`config.mk`:
```
export PLATFORM = sky130hd
export DESIGN_NAME = conv1_scheduler
export DESIGN_NICKNAME = d
export VERILOG_FILES = /design/src/rtl/conv1_scheduler.sv
export SDC_FILE = /design/constraint.sdc
export NUM_CORES = 1
export LEC_CHECK = 0
export CAP_MARGIN = 5
export CORE_ASPECT_RATIO = 0.5
export CORE_UTILIZATION = 45
export DETAILED_ROUTE_END_ITERATION = 7
export PLACE_DENSITY = 0.75
export SYNTH_ARGS = -nofsm -noshare
export SYNTH_HDL_FRONTEND = slang
export SYNTH_SLANG_ARGS = --single-unit
```
`constraint.sdc`:
```
create_clock -name clk -period 4.85 [get_ports clk]
set_clock_uncertainty 0.1 [all_clocks]
set_input_delay 0.7275 -clock clk [delete_from_list [all_inputs] [get_ports clk]]
set_output_delay 0.7275 -clock clk [all_outputs]
set_load 0.005 [all_outputs]
```
`src/rtl/conv1_scheduler.sv`:
```
// conv1_scheduler
// ----------------------------------------------------------------------------
// Time-multiplexed sequencer for the first convolution layer. Walks every
// OUT_W x OUT_W output position of an IMG_W x IMG_W float8 image. For each
// position it fetches the K x K window from image memory, issues it to a
// shared external conv unit, waits for the bias-added result and writes that
// result to output memory.
//
// Optional build macro: CONV1_SCHED_REUSE_EN
//   When defined, pixels with col>0 shift the window left by one column and
//   fetch only the K new right-column elements. Output data is identical.
//
// Ports
//   clk, rst_n        clock, synchronous active-low reset
//   start             begin a layer pass (sampled only in IDLE)
//   busy, done        pass in progress / one-cycle end-of-pass pulse
//   img_rd_en/addr    image memory read strobe and address
//   img_data          image read data, valid one cycle after img_rd_en
//   win_data/valid    packed window (k=0 in MSB byte) and issue strobe
//   conv_result/valid/overflow  result from the conv unit
//   out_we/addr/data  output memory write port
//   overflow          sticky OR of accepted conv_overflow during the pass
// ----------------------------------------------------------------------------
module conv1_scheduler #(
    parameter int IMG_W = 28,
    parameter int K     = 5,
    parameter int OUT_W = 24,
    parameter int AW    = 10
) (
    input  logic             clk,
    input  logic             rst_n,
    input  logic             start,
    output logic             busy,
    output logic             done,
    output logic             img_rd_en,
    output logic [AW-1:0]    img_addr,
    input  logic [7:0]       img_data,
    output logic [K*K*8-1:0] win_data,
    output logic             win_valid,
    input  logic [7:0]       conv_result,
    input  logic             conv_valid,
    input  logic             conv_overflow,
    output logic             out_we,
    output logic [AW-1:0]    out_addr,
    output logic [7:0]       out_data,
    output logic             overflow
);

    localparam int N  = K * K;
    localparam int CW = $clog2(OUT_W);
    localparam int FW = $clog2(K);
    localparam int SW = $clog2(N);
    localparam logic [CW-1:0] POS_LAST = CW'(OUT_W - 1);
    localparam logic [FW-1:0] K_LAST   = FW'(K - 1);

`ifdef CONV1_SCHED_REUSE_EN
    localparam bit REUSE = 1'b1;
`else
    localparam bit REUSE = 1'b0;
`endif

    typedef enum logic [2:0] {
        S_IDLE, S_FETCH, S_DRAIN, S_ISSUE, S_WAIT_RES, S_WRITE, S_DONE
    } state_t;

    state_t          state_q, state_d;
    logic [CW-1:0]   row_q, row_d, col_q, col_d;
    logic [FW-1:0]   fr_q, fr_d, fc_q, fc_d;     // window (r,c) of the read issued this cycle
    logic            rd_v_q;                     // img_data carries a requested byte this cycle
    logic [SW-1:0]   rd_slot_q;                  // window slot that byte belongs to
    logic [7:0]      win_q [N];
    logic            busy_q, done_q, img_rd_en_q, win_valid_q, out_we_q, ovf_q, ovf_d;
    logic [AW-1:0]   img_addr_q, img_addr_d, out_addr_q, out_addr_d;
    logic [7:0]      out_data_q, out_data_d;
    logic            shift_s, col_only_s;
    logic [SW-1:0]   slot_s;
    logic [N*8-1:0]  win_pack_s;

    function automatic logic [AW-1:0] img_addr_f(input logic [CW-1:0] row, input logic [CW-1:0] col,
                                                 input logic [FW-1:0] r, input logic [FW-1:0] c);
        return (AW'(row) + AW'(r)) * AW'(IMG_W) + AW'(col) + AW'(c);
    endfunction

    assign col_only_s = REUSE && (col_q != {CW{1'b0}});
    assign slot_s     = SW'(fr_q) * SW'(K) + SW'(fc_q);

    // Next-state, counter and datapath-capture logic.
    always_comb begin
        state_d    = state_q;
        row_d      = row_q;
        col_d      = col_q;
        fr_d       = fr_q;
        fc_d       = fc_q;
        out_data_d = out_data_q;
        ovf_d      = ovf_q;
        shift_s    = 1'b0;
        case (state_q)
            S_IDLE: begin
                if (start) begin
                    state_d = S_FETCH;
                    row_d   = {CW{1'b0}};
                    col_d   = {CW{1'b0}};
                    fr_d    = {FW{1'b0}};
                    fc_d    = {FW{1'b0}};
                    ovf_d   = 1'b0;
                end else begin
                    state_d = S_IDLE;
                end
            end
            S_FETCH: begin
                if (fr_q == K_LAST && fc_q == K_LAST) begin
                    state_d = S_DRAIN;
                end else if (col_only_s || fc_q == K_LAST) begin
                    // Column-only fetch stays on c=K-1 and walks r.
                    fr_d = fr_q + FW'(1);
                    fc_d = col_only_s ? K_LAST : {FW{1'b0}};
                end else begin
                    fc_d = fc_q + FW'(1);
                end
            end
            S_DRAIN:    state_d = S_ISSUE;
            S_ISSUE:    state_d = S_WAIT_RES;
            S_WAIT_RES: begin
                if (conv_valid) begin
                    out_data_d = conv_result;
                    ovf_d      = ovf_q | conv_overflow;
                    state_d    = S_WRITE;
                end else begin
                    state_d = S_WAIT_RES;
                end
            end
            S_WRITE: begin
                fr_d = {FW{1'b0}};
                if (col_q < POS_LAST) begin
                    col_d   = col_q + CW'(1);
                    state_d = S_FETCH;
                    shift_s = REUSE;
                    fc_d    = REUSE ? K_LAST : {FW{1'b0}};
                end else begin
                    col_d = {CW{1'b0}};
                    fc_d  = {FW{1'b0}};
                    if (row_q < POS_LAST) begin
                        row_d   = row_q + CW'(1);
                        state_d = S_FETCH;
                    end else begin
                        state_d = S_DONE;
                    end
                end
            end
            S_DONE:  state_d = S_IDLE;
            default: state_d = S_IDLE;
        endcase

        if (state_d == S_FETCH) begin
            img_addr_d = img_addr_f(row_d, col_d, fr_d, fc_d);
        end else begin
            img_addr_d = {AW{1'b0}};
        end
        out_addr_d = AW'(row_d) * AW'(OUT_W) + AW'(col_d);
    end

    // Registers; outputs are registered from next-state so they align with the state.
    always_ff @(posedge clk) begin
        if (!rst_n) begin
            state_q     <= S_IDLE;
            row_q       <= {CW{1'b0}};
            col_q       <= {CW{1'b0}};
            fr_q        <= {FW{1'b0}};
            fc_q        <= {FW{1'b0}};
            rd_v_q      <= 1'b0;
            rd_slot_q   <= {SW{1'b0}};
            busy_q      <= 1'b0;
            done_q      <= 1'b0;
            img_rd_en_q <= 1'b0;
            img_addr_q  <= {AW{1'b0}};
            win_valid_q <= 1'b0;
            out_we_q    <= 1'b0;
            out_addr_q  <= {AW{1'b0}};
            out_data_q  <= 8'h00;
            ovf_q       <= 1'b0;
            for (int i = 0; i < N; i++) begin
                win_q[i] <= 8'h00;
            end
        end else begin
            state_q     <= state_d;
            row_q       <= row_d;
            col_q       <= col_d;
            fr_q        <= fr_d;
            fc_q        <= fc_d;
            rd_v_q      <= (state_q == S_FETCH);
            rd_slot_q   <= slot_s;
            busy_q      <= (state_d != S_IDLE);
            done_q      <= (state_d == S_DONE);
            img_rd_en_q <= (state_d == S_FETCH);
            img_addr_q  <= img_addr_d;
            win_valid_q <= (state_d == S_ISSUE);
            out_we_q    <= (state_d == S_WRITE);
            out_addr_q  <= out_addr_d;
            out_data_q  <= out_data_d;
            ovf_q       <= ovf_d;
            if (shift_s) begin
                for (int i = 0; i < N - 1; i++) begin
                    if ((i % K) != K - 1) begin
                        win_q[i] <= win_q[i+1];
                    end
                end
            end
            if (rd_v_q) begin
                win_q[rd_slot_q] <= img_data;
            end
        end
    end

    // Pack the window with element k=0 in the most significant byte.
    always_comb begin
        win_pack_s = {(N*8){1'b0}};
        for (int k = 0; k < N; k++) begin
            win_pack_s[(N-1-k)*8 +: 8] = win_q[k];
        end
    end

    assign busy      = busy_q;
    assign done      = done_q;
    assign img_rd_en = img_rd_en_q;
    assign img_addr  = img_addr_q;
    assign win_data  = win_pack_s;
    assign win_valid = win_valid_q;
    assign out_we    = out_we_q;
    assign out_addr  = out_addr_q;
    assign out_data  = out_data_q;
    assign overflow  = ovf_q;

endmodule

```
==> impl_metrics.tcl <==
set metrics [dict create \
    status "finished clean" \
    rows 40 \
    clk_latency_ps 530 \
    worstSetupStartpoint "fc_q[0]" \
    vias 7775 \
    ys_async_sr_fraction 0 \
    r2r_cells 18 \
    cts_setup_buffers 0 \
    slew_headroom 0.192 \
    yosysTopAreaCell "edfxtp_1" \
    hp-class "flip-flop to flip-flop" \
    end_kind "flip-flop" \
    final_cell_mix "clkdlybuf4s50_1 (252), and2_1 (218), edfxtp_1 (200), buf_4 (62), nor2_1 (61)" \
    synthFlopType "edfxtp_1" \
    crit_end "img_addr[8]" \
    antenna_found_initial 2 \
    start_util 0.463 \
    power.density_nw_per_um2 298 \
    peakVddDrop_mv 0.180 \
    hpwl_um 19200 \
    p_seq_frac 0.534 \
    ctsHtreeMaxLevel 1 \
    drive_above_1_share 0.115 \
    synthesis.nets 949 \
    yosysUniqueCellTypes 67 \
    fillCellCount 1881 \
    path_class "flip-flop to flip-flop" \
    finalWeightedCongestion 0.857 \
    setup-violations-final 0 \
    wire_per_inst_um 18.5 \
    cts_tree "yes" \
    synth-seq-cells 256 \
    final-hold-violation-count 0 \
    switching_share 0.217 \
    final.setup.tns_ps 0 \
    finalCritPeriodShare 0.965 \
    clk_pin_slew_ps 60 \
    first_global_vias 7574 \
    maxCapViolations 0 \
    grt_usage 0.219 \
    r2r_slack_ps 170 \
    period_needed_ps 4680 \
    critPathArrivalTime_ps 5040 \
    rr_endpoint "img_addr[8]" \
    overflow 0 \
    drc_errors 0 \
    root_buffer "clkbuf_16" \
    synthCells 876 \
    layout_commonest_cell "clkdlybuf4s50_1" \
    dp_slack_ps -639 \
    nNetsFinal 1252 \
    path_max_fanout 5 \
    required_ps 5210 \
    die_w_um 225 \
    hold_path_startpoint "out_data[6]" \
    synth_edf_count 200 \
    yosysSeqAreaShare 0.635 \
    reg2reg_from "fc_q[0]" \
    n_antenna_cell 0 \
    cts_buffer_depth 3 \
    grt_pass1_wl_um 42600 \
    cts_made_buffers 24 \
    power.switching_uw 991 \
    die_y_um 114 \
    timing.fmax_mhz 214 \
    drv_slew 0 \
    regArea_um2 7140 \
    viasPerCell 5.07 \
    fin_ws_ps 168 \
    clock-sinks 256 \
    ys_top_cells_by_area "edfxtp_1 (54%), and2_1 (12%), dfxtp_1 (10%)" \
    ys_warn_count 0 \
    p_clk_frac 0.402 \
    worst_pin_slew_ps 1210 \
    wirelength_um 28300 \
    crit_path_start_kind "flip-flop" \
    p_int_mw 3.58 \
    syn2layout_area_growth_pct 36.7 \
    final_antenna_net_count 0 \
    firstDrtPassIters 5 \
    syn_avg_cell_area_um2 12.8 \
    netlist.area_leader.share 0.535 \
    port_buffers 254 \
    comb_power_share 0.064 \
    finish.utilization 0.633 \
    die_area_um2 25600 \
    io_pins 255 \
    syn_area_um2 11200 \
    first_iter_violations 590 \
    grt_start_max_net_pins 29 \
    multi_input_area_um2 3940 \
    core_area_um2 24200 \
    leakage_nw 6.00 \
]
-- registers in the layout, indices dropped and copies added, names as in the netlist, 5 cells and up --
| register | cells |
|---|---|
| img_addr | 10 |
| out_data | 8 |
| out_addr | 7 |
| col_q | 5 |
| rd_slot_q | 5 |
| row_q | 5 |
| win_q | 200 |
-- per-stage QoR --
stage          std cells  instance area [um2]  power, mW  hold slack, ps
2_1_floorplan        876                11300       2.57             353
3_3_place_gp        1489                14500       2.78             344
3_5_place_dp        1489                14500       2.78             348
4_1_cts             1533                15300       4.60             356
5_1_grt             1533                15300       4.72             386
6_report            1533                15300       4.57             354
-- area by class of cell --
class	instances	area share
sequential	256	0.465
multi-input combinational	558	0.257
timing repair buffer	316	0.196
clock buffer	32	0.0432
tap	336	0.0274
clock inverter	12	0.00587
inverter	23	0.00563
-- what timing repair did --
action,CTS,global route
hold endpoints to repair,0,0
hold buffers,0,0
resized for setup,2,16
pin swaps,1,3
endpoints found under the setup margin,2,2
-- cells by family after synthesis --
group                    synth area share
XOR/XNOR                           0.0194
AO/OA/AOI/OAI                      0.0704
buffers and inverters              0.0246
flip-flops                          0.635
AND/OR/NAND/NOR                     0.183
adder cells (fa/ha/maj)            0.0633
multiplexers                      0.00390
-- synthesized netlist by cell type (2+ instances only) --
library cell  number
clkbuf_8           2
a21o_1            15
edfxtp_1         200
inv_1             21
xor2_1            10
xnor2_1           13
nand4_1            4
nand2b_1           3
nand3_1            6
buf_1              2
nor3b_1            4
nand3b_1           3
o31ai_1            5
nor2b_1            2
a211oi_1           6
inv_2              2
o21ai_0           35
nor2_1            61
a21oi_1           31
clkbuf_1          29
or3_1              3
a31o_2             3
a311o_1            3
a31oi_1            3
and3_1             2
dfxtp_1           56
nand2_1           29
ha_1              44
nor3_1             8
fa_1               8
mux2_2             2
and2_1           218
a22o_1             3
or4_1              2
buf_4              4
or3b_2             3
-- power groups by stage --
stage | clock network [mW] | registers (mW) | logic, mW
floorplan | 0 | 2.50 | 0.0757
global placement | 0 | 2.49 | 0.287
detailed placement | 0 | 2.49 | 0.291
CTS | 1.86 | 2.45 | 0.292
global route | 1.96 | 2.45 | 0.309
finish | 1.84 | 2.44 | 0.291
-- metal layers --
| metal | global-route usage | share of wire | vias to the layer above |
|---|---|---|---|
| met5 | 0 | 0.00046 | - |
| met4 | 0.0603 | 0.022 | 4 |
| met3 | 0.0381 | 0.043 | 46 |
| met2 | 0.386 | 0.51 | 211 |
| met1 | 0.279 | 0.42 | 3830 |
| li1 | - | - | 3684 |
-- worst min-delay path by stage --
| stage | endpoint | slack, ps | cells past startpoint |
|---|---|---|---|
| after global placement | out_data[3] | 340 | 2 |
| after global routing | out_data[0] | 390 | 2 |
| after floorplan | out_data[0] | 350 | 2 |
| after CTS | out_data[0] | 360 | 2 |
| final | out_data[6] | 350 | 2 |
| after detailed placement | out_data[0] | 350 | 2 |
-- critical path, stage by stage, from the launching register on --
cell	delay [ps]
dfxtp_2	340
inv_1	60
ha_1	190
and2_1	260
a21oi_2	110
o21ai_0	270
o21ai_2	140
ha_4	190
fa_2	410
xor2_4	170
fa_1	490
ha_2	270
ha_1	310
ha_4	270
o21ai_0	100
o21bai_1	150
a21oi_1	100
or4_1	510
a21oi_1	150
No activity file was read; power rests on OpenSTA's default activity.
==> patch, RTL diff (same flow settings) <==
Change the parameter `IMG_W` from 28 to 21.
--- a/src/rtl/conv1_scheduler.sv
+++ b/src/rtl/conv1_scheduler.sv
@@ -24,3 +24,3 @@
 module conv1_scheduler #(
-    parameter int IMG_W = 28,
+    parameter int IMG_W = 21,
     parameter int K     = 5,
Behaviour: not the same (Yosys sat finds a counterexample within 10 cycles, from zero or initial values and one cycle with rst_n low).
==> patch against the original RTL <==
Fmax down 6.0%. Global-route usage increased by 0.84 points. Largest power group unchanged. Total power up 0.64%. Core utilization up 1.8 points. The flow now finishes with violations (negative setup slack). Final cell count grew 1.4%. Final area up 3.8%. Sequential cell count unchanged. Die area up 1.5%. Setup slack lost 0.30 ns. Wire length is 5.1% higher. Largest cell class unchanged. Synthesized area up 1.5%.
==> patch: results <==
export IMPL_dp_cells=1504
export IMPL_track_usage_pct=22.7
export IMPL_worst_pin_slew_ns=1.33
export IMPL_grt_pass1_vias=8042
export IMPL_synthXorXnorAreaFrac_pct=1.75
export IMPL_finalWorstSetupSlack_ns=-0.131
export IMPL_finalSetupViolations=4
export IMPL_grt_use_met1_pct=28.3
export IMPL_place_congestion=0.815
export IMPL_yosys_warnings=0
export IMPL_switchingPower_mw=0.992
export IMPL_top_layer="met4"
export IMPL_wl_per_cell_um=19.2
export IMPL_antenna_found_initial=0
export IMPL_status="finished with violations"
export IMPL_synth_compound_area_share_pct=5.59
export IMPL_grt_use_met3_pct=3.75
export IMPL_syn_nets=967
export IMPL_syn_cell_area_sq_mm=0.0114
export IMPL_dpl_hpwl_um=20500
export IMPL_synthAdderAreaFrac_pct=8.35
export IMPL_wl_met2_um=15400
export IMPL_viasPerCell=5.11
export IMPL_ctsResizeCount=14
export IMPL_dr_wl_met3_um=1380
export IMPL_final_cells=1554
export IMPL_numCtsBuffers=24
export IMPL_violations="negative setup slack"
export IMPL_seq_area_frac_synth_pct=62.6
export IMPL_grt_max_degree=50
export IMPL_placed_area_sq_mm=0.0149
export IMPL_drive_above_1_share_pct=14.9
export IMPL_sw_frac_of_total_pct=21.6
export IMPL_ys_types=62
export IMPL_post_cts_buffers=3
export IMPL_place_ws_ns=-0.940
export IMPL_ys_top_cells_by_count="and2_1, edfxtp_1, ha_1"
export IMPL_grt_pass1_wl_um=44800
export IMPL_p_leak_nw=6.42
export IMPL_peakVddDrop_v=0.000202
export IMPL_drt_iter0_drc=487
export IMPL_p_comb_mw=0.292
export IMPL_cp_max_fo=4
export IMPL_critPathTopFamily="adder cells"
## patch: changes by cell type after synthesis, sizes merged, moves of 3 or more
cell	delta
ha	+16
and2	+14
nand2	-12
a21oi	-10
mux2i	+9
nor2	-8
o31ai	-5
xor2	-4
a211oi	-3
a21o	-3
nand3	+3
## patch: final cells by class
type	instances	area, sq um
Sequential cell	256	7130
Clock buffer	26	629
Fill cell	1785	8510
Inverter	23	86.3
Clock inverter	16	136
Tap cell	336	420
Timing Repair Buffer	340	3180
Multi-Input combinational cell	557	4330
## patch: cell families after synthesis
logic type      after synthesis
compound gates               99
xor+xnor                     21
fa+ha+maj                    70
buf+inv                      63
flops                       256
mux                          11
simple gates                356
## patch: worst paths after layout
| path | cells after the start | endpoint | start | slack, ns |
|---|---|---|---|---|
| setup / recovery | 19 | img_addr[7] | state_q[2] | -0.13 |
| hold / removal | 2 | out_data[7] | out_data[7] | 0.39 |
| setup reg to reg | 19 | img_addr[7] | state_q[2] | -0.13 |
| hold reg to reg | 2 | out_data[7] | out_data[7] | 0.39 |
